<file path="src/rtl/move_decider.sv">
// move_decider: sequences goal check, memory read, eight direction
// evaluations and a priority-ordered argmax to choose one move per turn.
module move_decider #(
    parameter int          SCORE_W      = 8,
    parameter int          COORD_W      = 8,
    parameter int          EVAL_TIMEOUT = 1023,
    // 3 bits per slot, slot 0 in bits [2:0]; red order 4,3,5,2,6,1,7,0
    parameter logic [23:0] PRIO_RED     = 24'o07162534,
    // blue order 0,1,7,2,6,3,5,4
    parameter logic [23:0] PRIO_BLUE    = 24'o45362710
) (
    input  logic               clk,
    input  logic               rst,
    input  logic               my_turn,
    input  logic [COORD_W-1:0] cur_x_in,
    input  logic [COORD_W-1:0] cur_y_in,
    input  logic [COORD_W-1:0] width_in,
    input  logic [COORD_W-1:0] length_in,
    input  logic               color_in,
    output logic [COORD_W-1:0] cur_x,
    output logic [COORD_W-1:0] cur_y,
    output logic [COORD_W-1:0] width,
    output logic [COORD_W-1:0] length,
    output logic               color,
    input  logic               mem_idle,
    input  logic               mem_finish,
    output logic               mem_start,
    input  logic               eval_idle,
    input  logic               eval_done,
    input  logic               eval_noperm,
    input  logic [SCORE_W-1:0] eval_score,
    input  logic               eval_extra,
    output logic               eval_start,
    output logic [2:0]         eval_dir,
    output logic               idle,
    output logic [2:0]         direction,
    output logic               extra_move,
    output logic               no_move,
    output logic               direction_valid
);

    localparam logic [3:0] S_IDLE      = 4'd0;
    localparam logic [3:0] S_CHECK     = 4'd1;
    localparam logic [3:0] S_MEM_WAIT  = 4'd2;
    localparam logic [3:0] S_MEM_RD    = 4'd3;
    localparam logic [3:0] S_EVAL_WAIT = 4'd4;
    localparam logic [3:0] S_EVAL      = 4'd5;
    localparam logic [3:0] S_NEXT      = 4'd6;
    localparam logic [3:0] S_DECIDE    = 4'd7;
    localparam logic [3:0] S_RESULT    = 4'd8;

    localparam int TO_W = (EVAL_TIMEOUT > 0) ? $clog2(EVAL_TIMEOUT + 1) : 1;

    logic [3:0]                 state_q, state_d;
    logic [2:0]                 k_q, k_d;
    logic [TO_W-1:0]            to_q, to_d;
    logic [COORD_W-1:0]         cur_x_q, cur_x_d, cur_y_q, cur_y_d;
    logic [COORD_W-1:0]         width_q, width_d, length_q, length_d;
    logic                       color_q, color_d;
    logic                       mem_start_q, mem_start_d;
    logic                       eval_start_q, eval_start_d;
    logic [2:0]                 eval_dir_q, eval_dir_d;
    logic [2:0]                 dir_q, dir_d;
    logic                       extra_q, extra_d;
    logic                       nomove_q, nomove_d;
    logic [7:0][SCORE_W-1:0]    score_q, score_d;
    logic [7:0]                 legal_q, legal_d;
    logic [7:0]                 xtra_q, xtra_d;
    logic                       best_vld_q, best_vld_d;
    logic [2:0]                 best_dir_q, best_dir_d;
    logic [SCORE_W-1:0]         best_score_q, best_score_d;

    logic [COORD_W-1:0]         half, half_m1, half_p1;
    logic                       goal_hit;
    logic [2:0]                 goal_dir;
    logic [7:0][2:0]            prio;
    logic [2:0]                 cand;
    logic                       take;
    logic [2:0]                 final_dir;
    logic                       timed_out;

    // Goal shortcut: ball sits on the opponent goal line within one of centre.
    always_comb begin
        half     = width_q >> 1;
        half_m1  = half - COORD_W'(1);
        half_p1  = half + COORD_W'(1);
        goal_hit = 1'b0;
        goal_dir = 3'd0;
        if (color_q ? (cur_y_q == '0) : (cur_y_q == length_q)) begin
            if (cur_x_q == half_m1) begin
                goal_hit = 1'b1;
                goal_dir = color_q ? 3'd3 : 3'd1;
            end else if (cur_x_q == half) begin
                goal_hit = 1'b1;
                goal_dir = color_q ? 3'd4 : 3'd0;
            end else if (cur_x_q == half_p1) begin
                goal_hit = 1'b1;
                goal_dir = color_q ? 3'd5 : 3'd7;
            end
        end
    end

    // Argmax step: candidate for this scan slot and whether it displaces the best.
    always_comb begin
        prio      = color_q ? PRIO_RED : PRIO_BLUE;
        cand      = prio[k_q];
        take      = legal_q[cand] && (!best_vld_q || (score_q[cand] > best_score_q));
        final_dir = take ? cand : best_dir_q;
        timed_out = (EVAL_TIMEOUT != 0) && (to_q == TO_W'(EVAL_TIMEOUT));
    end

    // Next-state and datapath update for the turn sequencer.
    always_comb begin
        state_d      = state_q;
        k_d          = k_q;
        to_d         = to_q;
        cur_x_d      = cur_x_q;
        cur_y_d      = cur_y_q;
        width_d      = width_q;
        length_d     = length_q;
        color_d      = color_q;
        mem_start_d  = mem_start_q;
        eval_start_d = eval_start_q;
        eval_dir_d   = eval_dir_q;
        dir_d        = dir_q;
        extra_d      = extra_q;
        nomove_d     = nomove_q;
        score_d      = score_q;
        legal_d      = legal_q;
        xtra_d       = xtra_q;
        best_vld_d   = best_vld_q;
        best_dir_d   = best_dir_q;
        best_score_d = best_score_q;
        case (state_q)
            S_IDLE: begin
                if (my_turn) begin
                    cur_x_d  = cur_x_in;
                    cur_y_d  = cur_y_in;
                    width_d  = width_in;
                    length_d = length_in;
                    color_d  = color_in;
                    extra_d  = 1'b0;
                    nomove_d = 1'b0;
                    state_d  = S_CHECK;
                end
            end
            S_CHECK: begin
                if (goal_hit) begin
                    dir_d   = goal_dir;
                    state_d = S_RESULT;
                end else begin
                    state_d = S_MEM_WAIT;
                end
            end
            S_MEM_WAIT: begin
                if (mem_idle) begin
                    mem_start_d = 1'b1;
                    state_d     = S_MEM_RD;
                end
            end
            S_MEM_RD: begin
                if (mem_finish) begin
                    mem_start_d = 1'b0;
                    k_d         = 3'd0;
                    // Fresh slate each turn so nothing from a prior turn is scanned.
                    score_d     = '0;
                    legal_d     = '0;
                    xtra_d      = '0;
                    state_d     = S_EVAL_WAIT;
                end
            end
            S_EVAL_WAIT: begin
                if (eval_idle) begin
                    eval_start_d = 1'b1;
                    eval_dir_d   = k_q;
                    to_d         = '0;
                    state_d      = S_EVAL;
                end
            end
            S_EVAL: begin
                // A timeout or refusal outranks a result arriving in the same cycle.
                if (eval_noperm || timed_out) begin
                    legal_d[k_q] = 1'b0;
                    eval_start_d = 1'b0;
                    state_d      = S_NEXT;
                end else if (eval_done) begin
                    legal_d[k_q] = 1'b1;
                    score_d[k_q] = eval_score;
                    xtra_d[k_q]  = eval_extra;
                    eval_start_d = 1'b0;
                    state_d      = S_NEXT;
                end else begin
                    to_d = to_q + TO_W'(1);
                end
            end
            S_NEXT: begin
                if (k_q == 3'd7) begin
                    k_d          = 3'd0;
                    best_vld_d   = 1'b0;
                    best_dir_d   = 3'd0;
                    best_score_d = '0;
                    state_d      = S_DECIDE;
                end else begin
                    k_d     = k_q + 3'd1;
                    state_d = S_EVAL_WAIT;
                end
            end
            S_DECIDE: begin
                if (take) begin
                    best_vld_d   = 1'b1;
                    best_dir_d   = cand;
                    best_score_d = score_q[cand];
                end
                if (k_q == 3'd7) begin
                    if (take || best_vld_q) begin
                        dir_d    = final_dir;
                        extra_d  = xtra_q[final_dir];
                        nomove_d = 1'b0;
                    end else begin
                        dir_d    = 3'd1;
                        extra_d  = 1'b0;
                        nomove_d = 1'b1;
                    end
                    k_d     = 3'd0;
                    state_d = S_RESULT;
                end else begin
                    k_d = k_q + 3'd1;
                end
            end
            S_RESULT: state_d = S_IDLE;
            default:  state_d = S_IDLE;
        endcase
    end

    // State registers with synchronous reset.
    always_ff @(posedge clk) begin
        if (rst) begin
            state_q      <= S_IDLE;
            k_q          <= 3'd0;
            to_q         <= '0;
            cur_x_q      <= '0;
            cur_y_q      <= '0;
            width_q      <= '0;
            length_q     <= '0;
            color_q      <= 1'b0;
            mem_start_q  <= 1'b0;
            eval_start_q <= 1'b0;
            eval_dir_q   <= 3'd0;
            dir_q        <= 3'd0;
            extra_q      <= 1'b0;
            nomove_q     <= 1'b0;
            score_q      <= '0;
            legal_q      <= '0;
            xtra_q       <= '0;
            best_vld_q   <= 1'b0;
            best_dir_q   <= 3'd0;
            best_score_q <= '0;
        end else begin
            state_q      <= state_d;
            k_q          <= k_d;
            to_q         <= to_d;
            cur_x_q      <= cur_x_d;
            cur_y_q      <= cur_y_d;
            width_q      <= width_d;
            length_q     <= length_d;
            color_q      <= color_d;
            mem_start_q  <= mem_start_d;
            eval_start_q <= eval_start_d;
            eval_dir_q   <= eval_dir_d;
            dir_q        <= dir_d;
            extra_q      <= extra_d;
            nomove_q     <= nomove_d;
            score_q      <= score_d;
            legal_q      <= legal_d;
            xtra_q       <= xtra_d;
            best_vld_q   <= best_vld_d;
            best_dir_q   <= best_dir_d;
            best_score_q <= best_score_d;
        end
    end

    assign cur_x           = cur_x_q;
    assign cur_y           = cur_y_q;
    assign width           = width_q;
    assign length          = length_q;
    assign color           = color_q;
    assign mem_start       = mem_start_q;
    assign eval_start      = eval_start_q;
    assign eval_dir        = eval_dir_q;
    assign idle            = (state_q == S_IDLE);
    assign direction       = dir_q;
    assign extra_move      = extra_q;
    assign no_move         = nomove_q;
    assign direction_valid = (state_q == S_RESULT);

endmodule

</file>
<file path="config.mk">
export PLATFORM = sky130hd
export DESIGN_NAME = move_decider
export DESIGN_NICKNAME = d
export VERILOG_FILES = /design/src/rtl/move_decider.sv
export SDC_FILE = /design/constraint.sdc
export NUM_CORES = 1
export LEC_CHECK = 0
export CAP_MARGIN = 20
export CELL_PAD_IN_SITES_DETAIL_PLACEMENT = 2
export CELL_PAD_IN_SITES_GLOBAL_PLACEMENT = 2
export CORE_MARGIN = 2
export CORE_UTILIZATION = 30
export CTS_CLUSTER_SIZE = 28
export DETAILED_ROUTE_END_ITERATION = 7
export GPL_ROUTABILITY_DRIVEN = 0
export PLACE_DENSITY_LB_ADDON = 0.2
export SYNTH_ARGS = -nofsm -noshare
export SYNTH_HDL_FRONTEND = slang
export SYNTH_SLANG_ARGS = --single-unit
</file>
<file path="constraint.sdc">
create_clock -name clk -period 4.5 [get_ports clk]
set_clock_uncertainty 0.05 [all_clocks]
set_input_delay 0.675 -clock clk [delete_from_list [all_inputs] [get_ports clk]]
set_output_delay 0.675 -clock clk [all_outputs]
set_load 0.005 [all_outputs]
</file>
; Word-level counts from Yosys, hierarchy flattened
; Index checks and enable logic that the tools add are counted.
[word_totals]
word_cells = 176
in_bits = 50
output_inout_bits = 45
register_bits = 152
[classes]
bitwise_logic = 3
n_eq_ne = 26
order_cmp = 5
addsub = 4
mux = 82
reduce_logical = 29
[op_table]
columns = op, count
row1 = 2-to-1 mux 64 bit, 3
row2 = one-hot mux 64 bit (2 select lines), 1
row3 = 2-to-1 mux 8 bit, 9
row4 = bitwise mux 64 bit, 1
row5 = one-hot mux 8 bit (2 select lines), 3
row6 = 2-to-1 mux 3 bit, 13
row7 = 2-to-1 mux 4 bit, 8
row8 = one-hot mux 4 bit (8 select lines), 1
row9 = 2-to-1 mux 10 bit, 3
row10 = binary-select mux 8 bit (select 3 bit), 1
row11 = demux 8 bit (select 3 bit), 1
row12 = == test 8 bit, 3
row13 = 2-to-1 mux 24 bit, 1
row14 = != test 2 bit (second input constant), 11
row15 = 2-to-1 mux 1 bit, 20
row16 = one-hot mux 10 bit (2 select lines), 1
row17 = one-hot mux 3 bit (2 select lines), 3
row18 = AND reduction 3 bit, 6
row19 = == test 4 x 3 -> 1 bit (second input constant), 4
row20 = nonzero test 2 bit, 7
row21 = less-than comparator 3 x 4 -> 1 bit (second input constant), 3
row22 = adder 10 x 1 -> 10 bit (second input constant), 1
row23 = == test 10 bit (second input constant), 1
row24 = one-hot mux 1 bit (2 select lines), 5
row25 = other kinds (28), 39

; Depth between registers and ports, before layout
; Gate-level depths: netlist (run 1).
[logic_depth]
depth_word = 14
ltp_mapped = 17
ltp_nobuf = 13

; Least setup slack after synthesis (run 1)
; OpenSTA, ideal clock, no wires.
[synth_path]
path_type = register to register
from = reg k_q[1]
to = reg best_dir_q[2]
n_path_buf = 3
arrival_ns = 4.013
period_less_slack_ns = 4.130
required_ns = 4.383
setup_time_ns = 0.067
slack_ns = 0.370
path_stages_with_launch = 16
cell_sequence = dfxtp_1 -> ha_1 -> buf_2 -> inv_1 -> clkbuf_1 -> mux4_2 -> mux2_2 -> ha_1 -> nand2_1 -> o21a_1 -> o311ai_1 -> nand2_2 -> a211o_1 -> buf_6 -> a211o_1 -> a21oi_2
[synth_between]
elab_chain_cells = 9
word_cells_on_any_way = 14
classes_between = 1 x order compare / 2 x eq/ne / 8 x mux / 3 x reduce/logical
[synth_lines]
columns = element, line_no
row1 = from (decl), 55  ; logic [2:0] k_q, k_d;
row2 = from (signal assigned), 260  ; k_q <= k_d;
row3 = binary-select mux 3 bit (select 3 bit), 106  ; cand = prio[k_q];
row4 = 2-to-1 mux 3 bit (not written as such), 106
row5 = binary-select mux 8 bit (select 3 bit), 107  ; take = legal_q[cand] && (!best_vld_q || (score_q[cand] > best_score_q));
row6 = 2-to-1 mux 8 bit (not written as such), 107
row7 = greater-than comparator 8 bit, 107
row8 = logical OR 1 bit, 107
row9 = logical AND 1 bit, 107
row10 = 2-to-1 mux 3 bit, 209  ; if (take) begin
row11 = one-hot mux 3 bit (2 select lines), 134  ; case (state_q)
row12 = to (signal assigned), 277  ; best_dir_q <= best_dir_d;
row13 = to (decl), 70  ; logic [2:0] best_dir_q, best_dir_d;
; Several ways; a longest one is shown, not always the timed one. The select of a mux whose other input is x is not followed.
; A chain may end at the register's enable or synchronous reset.

; Final worst setup path (run 1)
[layout_path]
from = reg k_q[0]
to = reg best_score_q[0]
[layout_between]
elab_chain_cells = 9
word_cells_on_any_way = 15
classes_between = 1 x order compare / 3 x eq/ne / 8 x mux / 3 x reduce/logical
[layout_lines]
columns = element, line_no
row1 = binary-select mux 3 bit (select 3 bit), 106
row2 = 2-to-1 mux 3 bit (not written as such), 106
row3 = binary-select mux 8 bit (select 3 bit), "107, 212"
row4 = 2-to-1 mux 8 bit (not written as such), "107, 212"
row5 = greater-than comparator 8 bit, 107
row6 = logical OR 1 bit, 107
row7 = logical AND 1 bit, 107
row8 = != test 2 bit (no line), --
row9 = AND reduction 3 bit (no line), --
row10 = to (signal assigned), 278  ; best_score_q <= best_score_d;
row11 = to (decl), 71  ; logic [SCORE_W-1:0] best_score_q, best_score_d;
; Several ways; a longest one is shown, not always the timed one. The select of a mux whose other input is x is not followed.

==> impl_metrics.prom, run 1 <==
# TYPE chip_impl_metric gauge
chip_impl_info{name="run_status",value="finished clean"} 1
chip_impl_info{name="yosysTopAreaCell",value="dfxtp_1"} 1
chip_impl_metric{name="placement.cell_area",unit="sq um"} 8740
chip_impl_metric{name="initial_utilization",unit=""} 0.308
chip_impl_metric{name="area_of_the_multi_input_gates",unit="sq um"} 4100
chip_impl_metric{name="ys_warn_count",unit=""} 0
chip_impl_metric{name="standby_leakage_power",unit="uW"} 0.00327
chip_impl_metric{name="worst_slew_margin_rel",unit=""} 0.212
chip_impl_metric{name="placement_rows",unit=""} 57
chip_impl_metric{name="clock_tree.htree_level_count",unit=""} 4
chip_impl_metric{name="die-width",unit="microns"} 162
chip_impl_info{name="top_usage_layer",value="met2"} 1
chip_impl_metric{name="share_of_final_layout_standard_cells_stronger_than_drive_strength_1",unit=""} 0.101
chip_impl_metric{name="final-max-slew-violation-count",unit=""} 0
chip_impl_metric{name="path_max_fanout",unit=""} 23
chip_impl_metric{name="syn-instance-count",unit=""} 886
chip_impl_info{name="post-synth-top-count-cell",value="dfxtp_1"} 1
chip_impl_metric{name="max_cap_viol_count",unit=""} 0
chip_impl_info{name="synth_top_area_cells",value="dfxtp_1 40%, a22oi_1 7.2%, nor2_1 5.9%, nand2_1 5.2%, mux4_2 4.8%"} 1
chip_impl_metric{name="io_pins",unit=""} 95
chip_impl_metric{name="drt_first_pass_iters",unit=""} 5
chip_impl_info{name="rsz0062_at_grt",value="no"} 1
chip_impl_metric{name="design.core.area",unit="sq um"} 24500
chip_impl_metric{name="synth_area_per_cell",unit="sq um"} 8.49
chip_impl_metric{name="grt_max_degree",unit=""} 114
chip_impl_metric{name="vdd.ir_drop.worst",unit="mV"} 0.196
chip_impl_metric{name="number_of_antenna_violating_nets_in_the_routed_design",unit=""} 0
chip_impl_info{name="critical_path.cell_chain",value="ha_1 -> inv_1 -> buf_4 -> mux4_2 -> mux2_2 -> ha_1 -> nand4_1 -> nor2_1 -> o311ai_1 -> buf_4 -> nand2_2 -> a211o_2 -> or3_1 -> a21oi_1"} 1
chip_impl_metric{name="cts_buffer_depth",unit=""} 2
chip_impl_metric{name="finalHoldViolations",unit=""} 0
chip_impl_metric{name="grt_first_pass_wirelength",unit="microns"} 42200
chip_impl_metric{name="nNetsFinal",unit=""} 1007
chip_impl_metric{name="detailed_place_hpwl",unit="microns"} 18200
chip_impl_metric{name="routed_via_density",unit=""} 5.35
chip_impl_metric{name="postCtsSetupBuffers",unit=""} 0
chip_impl_metric{name="synthArstFlopShare",unit=""} 0
chip_impl_metric{name="chipHeight",unit="microns"} 162
chip_impl_info{name="worst_setup_path_end_kind",value="register"} 1
chip_impl_metric{name="netlist-cell-type-count",unit=""} 69
chip_impl_metric{name="synth_nets",unit=""} 949
chip_impl_metric{name="numPortBuffers",unit=""} 94
chip_impl_metric{name="routed_wire_length",unit="microns"} 26200
chip_impl_metric{name="post-route-min-period",unit="ps"} 4210
chip_impl_metric{name="area.sequential",unit="sq um"} 3040
chip_impl_metric{name="insertedDiodeCount",unit=""} 0
chip_impl_metric{name="grt_pass1_vias",unit=""} 7277
chip_impl_metric{name="powerDensity",unit="nW/um^2"} 432
chip_impl_metric{name="grt.overflow.total",unit=""} 0
chip_impl_metric{name="post-route-cell-area",unit="sq um"} 9330
chip_impl_metric{name="initialDrtViolationCount",unit=""} 381
chip_impl_metric{name="fillCellCount",unit=""} 2764
chip_impl_metric{name="syn-cell-area",unit="sq um"} 7520
chip_impl_metric{name="synth_register_bits",unit=""} 152
chip_impl_info{name="min-delay-path-class",value="reg -> reg"} 1
chip_impl_metric{name="grtUsageMet3",unit=""} 0.0339
chip_impl_metric{name="fin_crit_sh",unit=""} 0.936
chip_impl_metric{name="edff_count_synth",unit=""} 0
chip_impl_metric{name="worstPathArrival",unit="ps"} 4520
chip_impl_metric{name="cts_inserted_buffers",unit=""} 17
chip_impl_metric{name="worst_endpoint_required_time",unit="ps"} 4810
chip_impl_info{name="critPathKind",value="reg -> reg"} 1
chip_impl_info{name="crit_path_top_delay_cell",value="a211o_2"} 1
chip_impl_metric{name="synth_seq_area_share",unit=""} 0.404
chip_impl_metric{name="maximum_achievable_frequency",unit="MHz"} 237
chip_impl_info{name="netlist_top_cells_count",value="152 x dfxtp_1, 118 x nor2_1, 104 x nand2_1"} 1
chip_impl_metric{name="tightestPinTransition",unit="ps"} 1170
chip_impl_metric{name="wl_per_cell",unit="microns"} 20.5
chip_impl_metric{name="crit_path_max_incr_delay",unit="ps"} 550
chip_impl_metric{name="tns",unit="ps"} 0
chip_impl_metric{name="clk-insertion-delay-late",unit="ps"} 430
chip_impl_metric{name="flow.area_growth_from_synthesis",unit="%"} 23.9
chip_impl_metric{name="clock_sinks",unit=""} 152
chip_impl_metric{name="cts.clk_slew.worst_paths",unit="ps"} 60
chip_impl_metric{name="drc",unit=""} 0
chip_impl_metric{name="setup_violations",unit=""} 0
chip_impl_metric{name="dieArea",unit="sq um"} 26400
chip_impl_metric{name="grt_use_met1",unit=""} 0.280
chip_impl_metric{name="via_count",unit=""} 6854
chip_impl_info{name="worst_setup_path_start_kind",value="register"} 1
chip_impl_info{name="clock-root-buffer",value="clkbuf_16"} 1
chip_impl_info{name="ys_dominant_reg_cell",value="dfxtp_1"} 1
chip_impl_metric{name="synthDominantCellAreaShare",unit=""} 0.404
chip_impl_metric{name="grt_antenna_before_repair",unit=""} 0
chip_impl_metric{name="grt_use_total",unit=""} 0.204
chip_impl_metric{name="grt_use_met2",unit=""} 0.342
chip_impl_info{name="clock_tree_from_tritoncts",value="yes"} 1
## layout by cell type, fill, tap and decap left out, types with 5 or more instances in the layout
cell             count
mux2_2              13
dfxtp_1            152
nor3_1              16
xnor2_1             15
mux2i_1             12
buf_4               15
o22ai_1              5
nor2_1             118
nor4_1               5
xor2_1              13
nand2_1            104
o21ai_1             11
nand2b_1             6
clkdlybuf4s50_1     93
nand4_1              9
or3_1                6
or4_1                6
clkbuf_16           17
nor2b_1             12
inv_1               21
a21oi_1             66
nand3b_1            12
o21bai_1             8
and3_1              10
o21ai_0             11
nand3_1             15
a22oi_1             72
nor3b_1              5
mux4_2              16
ha_1                13
## state kept, by name, indices dropped and copies added (netlist names), 4 cells and up
signal and flops:
width 8, state_q 4, xtra_q 8, to_q 10, length 8, legal_q 8
cur_x 8, cur_y 8, best_score_q 8, score_q 64
## per-layer routing
layer | up-vias | wire length [microns]
li1 | 3263 | -
met5 | - | 0
met4 | 0 | 269
met3 | 19 | 1100
met2 | 127 | 12400
met1 | 3445 | 12400
## layout make-up
class	instances	share of cell area
multi-input combinational	638	0.440
sequential	152	0.326
timing repair buffer	113	0.119
clock buffer	19	0.0475
tap	324	0.0435
clock inverter	12	0.0153
inverter	22	0.00886
## per-stage QoR
| stage | hold slack, ps | utilization | std cells | setup slack [ps] | power [uW] |
|---|---|---|---|---|---|
| 2_1_floorplan | 382 | - | 886 | 370 | 2160 |
| 3_3_place_gp | 388 | 0.355 | 1245 | 359 | 2580 |
| 3_5_place_dp | 401 | 0.357 | 1249 | 208 | 2600 |
| 4_1_cts | 413 | 0.381 | 1280 | 105 | 4070 |
| 5_1_grt | 433 | 0.381 | 1280 | 29.0 | 4260 |
| 6_report | 411 | 0.381 | 1280 | 289 | 4020 |
## power by group
part           switching [uW]  leakage, uW  total, uW  internal (uW)
Clock                     625     0.000278       1460            839
Combinational             550      0.00176        989            440
Sequential                148      0.00123       1570           1420
## critical path, delay by kind of cell (launching register included)
kind	cells	cell delay (ps)
flip-flops	1	320
multiplexers	2	840
AO/OA/AOI/OAI	3	1030
buffers and inverters	3	560
AND/OR/NAND/NOR	4	700
adder cells (fa/ha/maj)	2	650
## cells by family (layout without fill, tap and decap cells)
| logic type | count (synthesis) | in the layout | synth area share |
|---|---|---|---|
| AO/OA/AOI/OAI | 215 | 215 | 0.190 |
| flip-flops | 152 | 152 | 0.404 |
| AND/OR/NAND/NOR | 339 | 339 | 0.212 |
| XOR/XNOR | 29 | 29 | 0.0338 |
| buffers and inverters | 96 | 166 | 0.0519 |
| adder cells (fa/ha/maj) | 13 | 13 | 0.0216 |
| multiplexers | 42 | 42 | 0.0863 |
## worst paths after layout
| check | from | to | slack (ps) | cells after the start |
|---|---|---|---|---|
| worst max register to register | k_q[0] | best_score_q[0] | 290 | 14 |
| worst min-delay path | best_score_q[1] | best_score_q[1] | 410 | 2 |
| worst max-delay path | k_q[0] | best_score_q[0] | 290 | 14 |
| worst min register to register | best_score_q[1] | best_score_q[1] | 410 | 2 |
## timing repair
item / 4_1_cts / 5_1_grt
gates resized for setup: 0 / 1
hold buffers: 0 / 0
setup endpoints to repair: 0 / 4
(Power assumes the default switching activity.)
==> run 2: changes to the inputs <==
Settings changed: CORE_UTILIZATION 30 to 34, PLACE_DENSITY set to 0.85, PLACE_DENSITY_LB_ADDON 0.2 to not set, RECOVER_POWER set to 100.
Clock period 4.5 ns to 4.8 ns, I/O delays scaled along.
==> run 2 against run 1 <==
The flow now finishes with violations (capacitance limit, slew limit); combinational power fell by 9.2%; routed wire length grew 6.6%; clock power hardly changed; cell count shrank 3.9%; worst hold slack better by 16 ps.
==> impl_metrics.prom, run 2 (synthesis results as in run 1) <==
# TYPE chip_impl_metric gauge
chip_impl_info{name="run_status",value="finished, violations left"} 1
chip_impl_info{name="violated_checks",value="capacitance limit, slew limit"} 1
chip_impl_metric{name="io_pins",unit=""} 95
chip_impl_metric{name="clock_tree.htree_level_count",unit=""} 4
chip_impl_info{name="worst_setup_path_start_kind",value="register"} 1
chip_impl_metric{name="drt_first_pass_iters",unit=""} 5
chip_impl_info{name="crit-reg2reg-capture",value="best_score_q[0]"} 1
chip_impl_metric{name="hold_depth",unit=""} 2
chip_impl_metric{name="worstPathArrival",unit="ps"} 4830
chip_impl_info{name="hold_path_startpoint",value="best_score_q[3]"} 1
chip_impl_metric{name="powerDensity",unit="nW/um^2"} 417
chip_impl_metric{name="nNetsFinal",unit=""} 1001
chip_impl_metric{name="wl_per_cell",unit="microns"} 22.7
chip_impl_metric{name="timing.hold.ws",unit="ps"} 426
chip_impl_metric{name="routed_wire_length",unit="microns"} 27900
chip_impl_metric{name="cts_inserted_buffers",unit=""} 17
chip_impl_metric{name="crit_path_max_incr_delay",unit="ps"} 560
chip_impl_metric{name="layout.core_utilization",unit=""} 0.424
chip_impl_metric{name="cts_buffer_depth",unit=""} 2
chip_impl_metric{name="grt_max_degree",unit=""} 97
chip_impl_metric{name="insertedDiodeCount",unit=""} 0
chip_impl_metric{name="drc",unit=""} 0
chip_impl_metric{name="grt_antenna_before_repair",unit=""} 0
chip_impl_metric{name="design_power_total",unit="uW"} 3850
chip_impl_info{name="critical_path.cell_chain",value="buf_4 -> ha_1 -> inv_1 -> buf_12 -> mux4_2 -> mux2_2 -> ha_1 -> nand4_1 -> o311ai_1 -> buf_4 -> nand2_2 -> a211o_2 -> or3_1 -> a21oi_1"} 1
chip_impl_metric{name="max_cap_viol_count",unit=""} 7
chip_impl_metric{name="numPortBuffers",unit=""} 94
chip_impl_metric{name="fin_ws",unit="ps"} 233
chip_impl_metric{name="clk-insertion-delay-late",unit="ps"} 430
chip_impl_info{name="final_cell_mix",value="151 x dfxtp_1, 118 x nor2_1, 104 x nand2_1"} 1
chip_impl_info{name="clock-root-buffer",value="clkbuf_16"} 1
chip_impl_metric{name="fin_crit_sh",unit=""} 0.952
chip_impl_metric{name="r2r_slack",unit="ps"} 230
chip_impl_metric{name="placement_rows",unit=""} 54
chip_impl_metric{name="path_max_fanout",unit=""} 23
chip_impl_metric{name="flow.area_growth_from_synthesis",unit="%"} 22.5
chip_impl_info{name="clock_tree_from_tritoncts",value="yes"} 1
chip_impl_metric{name="post-route-min-period",unit="ps"} 4570
chip_impl_metric{name="postCtsSetupBuffers",unit=""} 0
chip_impl_info{name="rsz0062_at_grt",value="no"} 1
chip_impl_metric{name="tns",unit="ps"} 0
chip_impl_metric{name="number_of_antenna_violating_nets_in_the_routed_design",unit=""} 0
chip_impl_info{name="biggestRegsByFlops",value="score_q (64), to_q (10)"} 1
chip_impl_metric{name="finalHoldViolations",unit=""} 0
chip_impl_metric{name="chipHeight",unit="microns"} 153
chip_impl_info{name="crit_path_top_delay_cell",value="a211o_2"} 1
chip_impl_info{name="worst_setup_path_end_kind",value="register"} 1
chip_impl_info{name="regMostFlops",value="score_q"} 1
chip_impl_info{name="critPathKind",value="reg -> reg"} 1
chip_impl_metric{name="detailed_place_hpwl",unit="microns"} 17800
chip_impl_metric{name="standby_leakage_power",unit="uW"} 0.00337
chip_impl_metric{name="via_count",unit=""} 7128
chip_impl_metric{name="maximum_achievable_frequency",unit="MHz"} 219
chip_impl_metric{name="routed_via_density",unit=""} 5.80
chip_impl_metric{name="initialDrtViolationCount",unit=""} 475
chip_impl_metric{name="grt_pass1_vias",unit=""} 7728
chip_impl_metric{name="share_of_final_layout_standard_cells_stronger_than_drive_strength_1",unit=""} 0.0863
chip_impl_metric{name="vdd.ir_drop.worst",unit="mV"} 0.235
chip_impl_metric{name="preCtsSetupSlack",unit="ps"} 295
chip_impl_metric{name="tightestPinTransition",unit="ps"} 2050
chip_impl_metric{name="grt_use_total",unit=""} 0.238
chip_impl_info{name="capture_endpoint_of_the_worst_hold_path",value="best_score_q[3]"} 1
chip_impl_metric{name="grt.overflow.total",unit=""} 0
chip_impl_metric{name="rr_worst_depth",unit=""} 14
chip_impl_metric{name="dieArea",unit="sq um"} 23300
chip_impl_metric{name="worst_slew_margin_rel",unit=""} -0.366
chip_impl_metric{name="die-width",unit="microns"} 153
chip_impl_info{name="crit_path_start",value="k_q[1]"} 1
chip_impl_metric{name="setup_violations",unit=""} 0
chip_impl_metric{name="design.core.area",unit="sq um"} 21800
chip_impl_info{name="rr_startpoint",value="k_q[1]"} 1
chip_impl_metric{name="grt_first_pass_wirelength",unit="microns"} 44200
chip_impl_metric{name="count_of_buffering_cells_on_the_critical_path_with_inverters_included",unit=""} 4
chip_impl_info{name="layout.cells.most_common",value="dfxtp_1"} 1
chip_impl_metric{name="final-max-slew-violation-count",unit=""} 182
chip_impl_metric{name="initial_utilization",unit=""} 0.346
chip_impl_metric{name="clock_sinks",unit=""} 152
chip_impl_metric{name="cts.clk_slew.worst_paths",unit="ps"} 70
chip_impl_info{name="min-delay-path-class",value="reg -> reg"} 1
chip_impl_info{name="cell_family_contributing_the_most_delay_on_the_critical_path",value="compound AO/OA/AOI/OAI gates"} 1
chip_impl_metric{name="worst_endpoint_required_time",unit="ps"} 5060
chip_impl_metric{name="flip_flop_count_of_the_largest_register_after_layout",unit=""} 64
[run 2: cell count changes in the layout (fill, tap and decap cells not counted), moves of 4 or more]
cell / previous run / this run
clkdlybuf4s50_1: 93 / 48
buf_6: 4 / 0
dlygate4sd3_1: 0 / 45
clkbuf_1: 1 / 6
o21ai_0: 11 / 20
o21ai_1: 11 / 2
buf_4: 15 / 7
[run 2: tightest hold or removal path, cell delays in order (launching register included)]
cell     delay [ps]
dfxtp_1         320
nand2_1          60
a21oi_1          50
[run 2: cell type report]
cell class              count  area [sq um]
multi-input cells         638          4080
flip-flops and latches    152          3040
inverters                  22          82.6
fillers                  2393         12500
clock buffers              19           443
clock inverters            12           190
well taps                 280           350
repair buffers            107          1030
[run 2: where the power goes]
group,internal (uW),switching [uW],total [uW]
logic,375,523,898
registers,1340,138,1470
clock network,892,583,1470
[run 2: metal layers]
| layer | up-vias | wire length, microns | track usage |
|---|---|---|---|
| met5 | - | 0 | 0 |
| met3 | 49 | 1260 | 0.0404 |
| met1 | 3617 | 12300 | 0.304 |
| li1 | 3251 | - | - |
| met2 | 211 | 13700 | 0.410 |
| met4 | 0 | 640 | 0.0763 |
[run 2: what timing repair did]
action                                  in CTS  in global routing
endpoints found under the setup margin       0                 11
hold buffers                                 0                  0
resized for setup                            0                  2
[run 2: how the worst max path moves through the flow]
| stage | to | slack [ps] | cells past startpoint |
|---|---|---|---|
| 2_1_floorplan | best_dir_q[2] | 670 | 15 |
| 3_3_place_gp | best_dir_q[0] | 470 | 14 |
| 3_5_place_dp | best_score_q[0] | 300 | 14 |
| 4_1_cts | best_score_q[0] | 110 | 13 |
| 5_1_grt | best_score_q[0] | 40 | 16 |
| 6_report | best_score_q[0] | 230 | 14 |
[run 2: metrics by stage]
stage          instances  instance area [sq um]
2_1_floorplan        886                   7520
3_3_place_gp        1196                   8600
3_5_place_dp        1197                   8610
4_1_cts             1228                   9250
5_1_grt             1230                   9220
6_report            1230                   9220
==> run 3: changes to the inputs <==
Settings changed: RECOVER_POWER 100 to 50.
==> run 3 against run 2 <==
The run still ends with capacitance limit, slew limit left; flip-flop and latch count unchanged; die area unchanged; largest power group is now the clock network; largest cell class unchanged; clock power about the same; sequential share of layout area decreased by 0.10 points.
==> impl_metrics.prom, run 3 (synthesis results as in run 1) <==
# TYPE chip_impl_metric gauge
chip_impl_metric{name="post_cts_hold_buffer_count",unit=""} 0
chip_impl_metric{name="crit_path_max_incr_delay",unit="ps"} 710
chip_impl_metric{name="rr_worst_depth",unit=""} 13
chip_impl_info{name="run_status",value="finished, violations left"} 1
chip_impl_metric{name="count_of_buffering_cells_on_the_critical_path_with_inverters_included",unit=""} 2
chip_impl_info{name="layout.cells.most_common",value="dfxtp_1"} 1
chip_impl_metric{name="grt_antenna_before_repair",unit=""} 0
chip_impl_metric{name="max_cap_viol_count",unit=""} 2
chip_impl_metric{name="flip_flop_count_of_the_largest_register_after_layout",unit=""} 64
chip_impl_metric{name="worstPathArrival",unit="ps"} 4820
chip_impl_metric{name="initialDrtViolationCount",unit=""} 477
chip_impl_metric{name="via_count",unit=""} 7124
chip_impl_metric{name="final_cells",unit=""} 1230
chip_impl_metric{name="flow.area_growth_from_synthesis",unit="%"} 22.9
chip_impl_info{name="critPathKind",value="reg -> reg"} 1
chip_impl_metric{name="clk-insertion-delay-late",unit="ps"} 430
chip_impl_metric{name="io_pins",unit=""} 95
chip_impl_metric{name="chipHeight",unit="microns"} 153
chip_impl_metric{name="postCtsSetupBuffers",unit=""} 0
chip_impl_metric{name="nNetsFinal",unit=""} 1001
chip_impl_info{name="crit_path_top_delay_cell",value="dfxtp_1"} 1
chip_impl_info{name="violated_checks",value="capacitance limit, slew limit"} 1
chip_impl_metric{name="die-width",unit="microns"} 153
chip_impl_info{name="critical_path.cell_chain",value="nor2b_1 -> o21ai_2 -> nand2_1 -> buf_4 -> mux2_2 -> ha_1 -> nand4_1 -> o311ai_1 -> buf_4 -> nand2_2 -> a211o_2 -> or3_1 -> a21oi_1"} 1
chip_impl_metric{name="r2r_slack",unit="ps"} 240
chip_impl_info{name="rr_startpoint",value="k_q[2]"} 1
chip_impl_metric{name="worst_slew_margin_rel",unit=""} -0.346
chip_impl_metric{name="routed_via_density",unit=""} 5.79
chip_impl_info{name="worst_setup_path_start_kind",value="register"} 1
chip_impl_metric{name="cts_repair_resize_count",unit=""} 0
chip_impl_metric{name="maximum_achievable_frequency",unit="MHz"} 219
chip_impl_metric{name="post-route-min-period",unit="ps"} 4560
chip_impl_info{name="clock_tree_from_tritoncts",value="yes"} 1
chip_impl_metric{name="hold_depth",unit=""} 2
chip_impl_metric{name="clock_sinks",unit=""} 152
chip_impl_info{name="hold_path_startpoint",value="best_score_q[3]"} 1
chip_impl_metric{name="share_of_final_layout_standard_cells_stronger_than_drive_strength_1",unit=""} 0.0926
chip_impl_metric{name="clock_tree.htree_level_count",unit=""} 4
chip_impl_info{name="regMostFlops",value="score_q"} 1
chip_impl_metric{name="vdd.ir_drop.worst",unit="mV"} 0.234
chip_impl_metric{name="cts_inserted_buffers",unit=""} 17
chip_impl_info{name="final_cell_mix",value="151 x dfxtp_1, 118 x nor2_1, 104 x nand2_1"} 1
chip_impl_metric{name="fin_crit_sh",unit=""} 0.949
chip_impl_metric{name="finalHoldViolations",unit=""} 0
chip_impl_info{name="rsz0062_at_grt",value="no"} 1
chip_impl_metric{name="cts_buffer_depth",unit=""} 2
chip_impl_metric{name="grt_use_total",unit=""} 0.238
chip_impl_metric{name="design_power_total",unit="uW"} 3850
chip_impl_info{name="biggestRegsByFlops",value="score_q (64), to_q (10)"} 1
chip_impl_metric{name="dieArea",unit="sq um"} 23300
chip_impl_info{name="clock-root-buffer",value="clkbuf_16"} 1
chip_impl_metric{name="detailed_place_hpwl",unit="microns"} 17800
chip_impl_metric{name="grt_first_pass_wirelength",unit="microns"} 44200
chip_impl_metric{name="standby_leakage_power",unit="uW"} 0.00338
chip_impl_metric{name="grt_pass1_vias",unit=""} 7728
chip_impl_metric{name="worst_endpoint_required_time",unit="ps"} 5070
chip_impl_metric{name="routed_wire_length",unit="microns"} 27900
chip_impl_metric{name="total_instance_count_after_detailed_placement",unit=""} 1197
chip_impl_metric{name="powerDensity",unit="nW/um^2"} 416
chip_impl_metric{name="numPortBuffers",unit=""} 94
chip_impl_metric{name="fillCellCount",unit=""} 2386
chip_impl_info{name="cell_family_contributing_the_most_delay_on_the_critical_path",value="compound AO/OA/AOI/OAI gates"} 1
chip_impl_info{name="min-delay-path-class",value="reg -> reg"} 1
chip_impl_info{name="crit_path_start",value="k_q[2]"} 1
chip_impl_metric{name="cts.clk_slew.worst_paths",unit="ps"} 70
chip_impl_info{name="timing.critical_path.mode_cell",value="buf_4"} 1
chip_impl_metric{name="path_max_fanout",unit=""} 23
chip_impl_info{name="worst_setup_path_end_kind",value="register"} 1
chip_impl_metric{name="placement_rows",unit=""} 54
chip_impl_metric{name="area.sequential",unit="sq um"} 3040
chip_impl_metric{name="tightestPinTransition",unit="ps"} 2020
chip_impl_metric{name="tns",unit="ps"} 0
chip_impl_metric{name="insertedDiodeCount",unit=""} 0
chip_impl_info{name="capture_endpoint_of_the_worst_hold_path",value="best_score_q[3]"} 1
chip_impl_metric{name="grt_max_degree",unit=""} 97
chip_impl_metric{name="area_of_the_multi_input_gates",unit="sq um"} 4090
chip_impl_metric{name="initial_utilization",unit=""} 0.346
chip_impl_metric{name="design.core.area",unit="sq um"} 21800
chip_impl_metric{name="grt.overflow.total",unit=""} 0
chip_impl_metric{name="setup_violations",unit=""} 0
chip_impl_metric{name="final-max-slew-violation-count",unit=""} 131
chip_impl_metric{name="wl_per_cell",unit="microns"} 22.7
chip_impl_info{name="crit-reg2reg-capture",value="best_score_q[0]"} 1
chip_impl_metric{name="drc",unit=""} 0
chip_impl_metric{name="drt_first_pass_iters",unit=""} 5
chip_impl_metric{name="number_of_antenna_violating_nets_in_the_routed_design",unit=""} 0
-- run 3: changes by cell type in the layout (fill, tap and decap cells not counted), moves of 2 or more --
cell,before,now
o21ai_1,2,9
buf_4,7,9
nor3_1,18,16
nor3_2,0,2
o21ai_0,20,13
clkbuf_1,6,3
-- run 3: layout make-up --
class / count / share of cell area
flip-flops and latches: 152 / 0.329
inverters: 22 / 0.00893
repair buffers: 107 / 0.113
clock buffers: 19 / 0.0479
clock inverters: 12 / 0.0206
well taps: 280 / 0.0379
multi-input cells: 638 / 0.443
-- run 3: stage by stage --
step / area, sq um / worst slack (ps) / hold WS, ps / utilization
2_1_floorplan: 7520 / 670 / 382 / -
4_1_cts: 9250 / 107 / 424 / 0.425
5_1_grt: 9250 / 43.9 / 453 / 0.425
3_3_place_gp: 8600 / 469 / 390 / 0.395
3_5_place_dp: 8610 / 295 / 409 / 0.396
6_report: 9250 / 244 / 427 / 0.425
-- run 3: worst register-to-register path, cell delays in order (launching register included) --
cell      delay [ps]
dfxtp_1          710
nor2b_1          300
o21ai_2          170
nand2_1          110
buf_4            250
mux2_2           410
ha_1             370
nand4_1          200
o311ai_1         430
buf_4            200
nand2_2          110
a211o_2          560
or3_1            390
a21oi_1          180
-- run 3: per-layer routing --
layer	part of all wire	GRT usage
met1	0.44	0.304
met2	0.49	0.410
met3	0.045	0.0404
met4	0.024	0.0763
met5	0	0
-- run 3: where the power goes --
group          switching (uW)  internal [uW]
sequential                137           1340
clock                     584            892
combinational             523            379
-- run 3: how the worst max path moves through the flow --
stage	end	slack, ps	cells past startpoint
6_report	best_score_q[0]	240	13
5_1_grt	best_score_q[0]	40	16
4_1_cts	best_score_q[0]	110	13
3_5_place_dp	best_score_q[0]	300	14
3_3_place_gp	best_dir_q[0]	470	14
2_1_floorplan	best_dir_q[2]	670	15
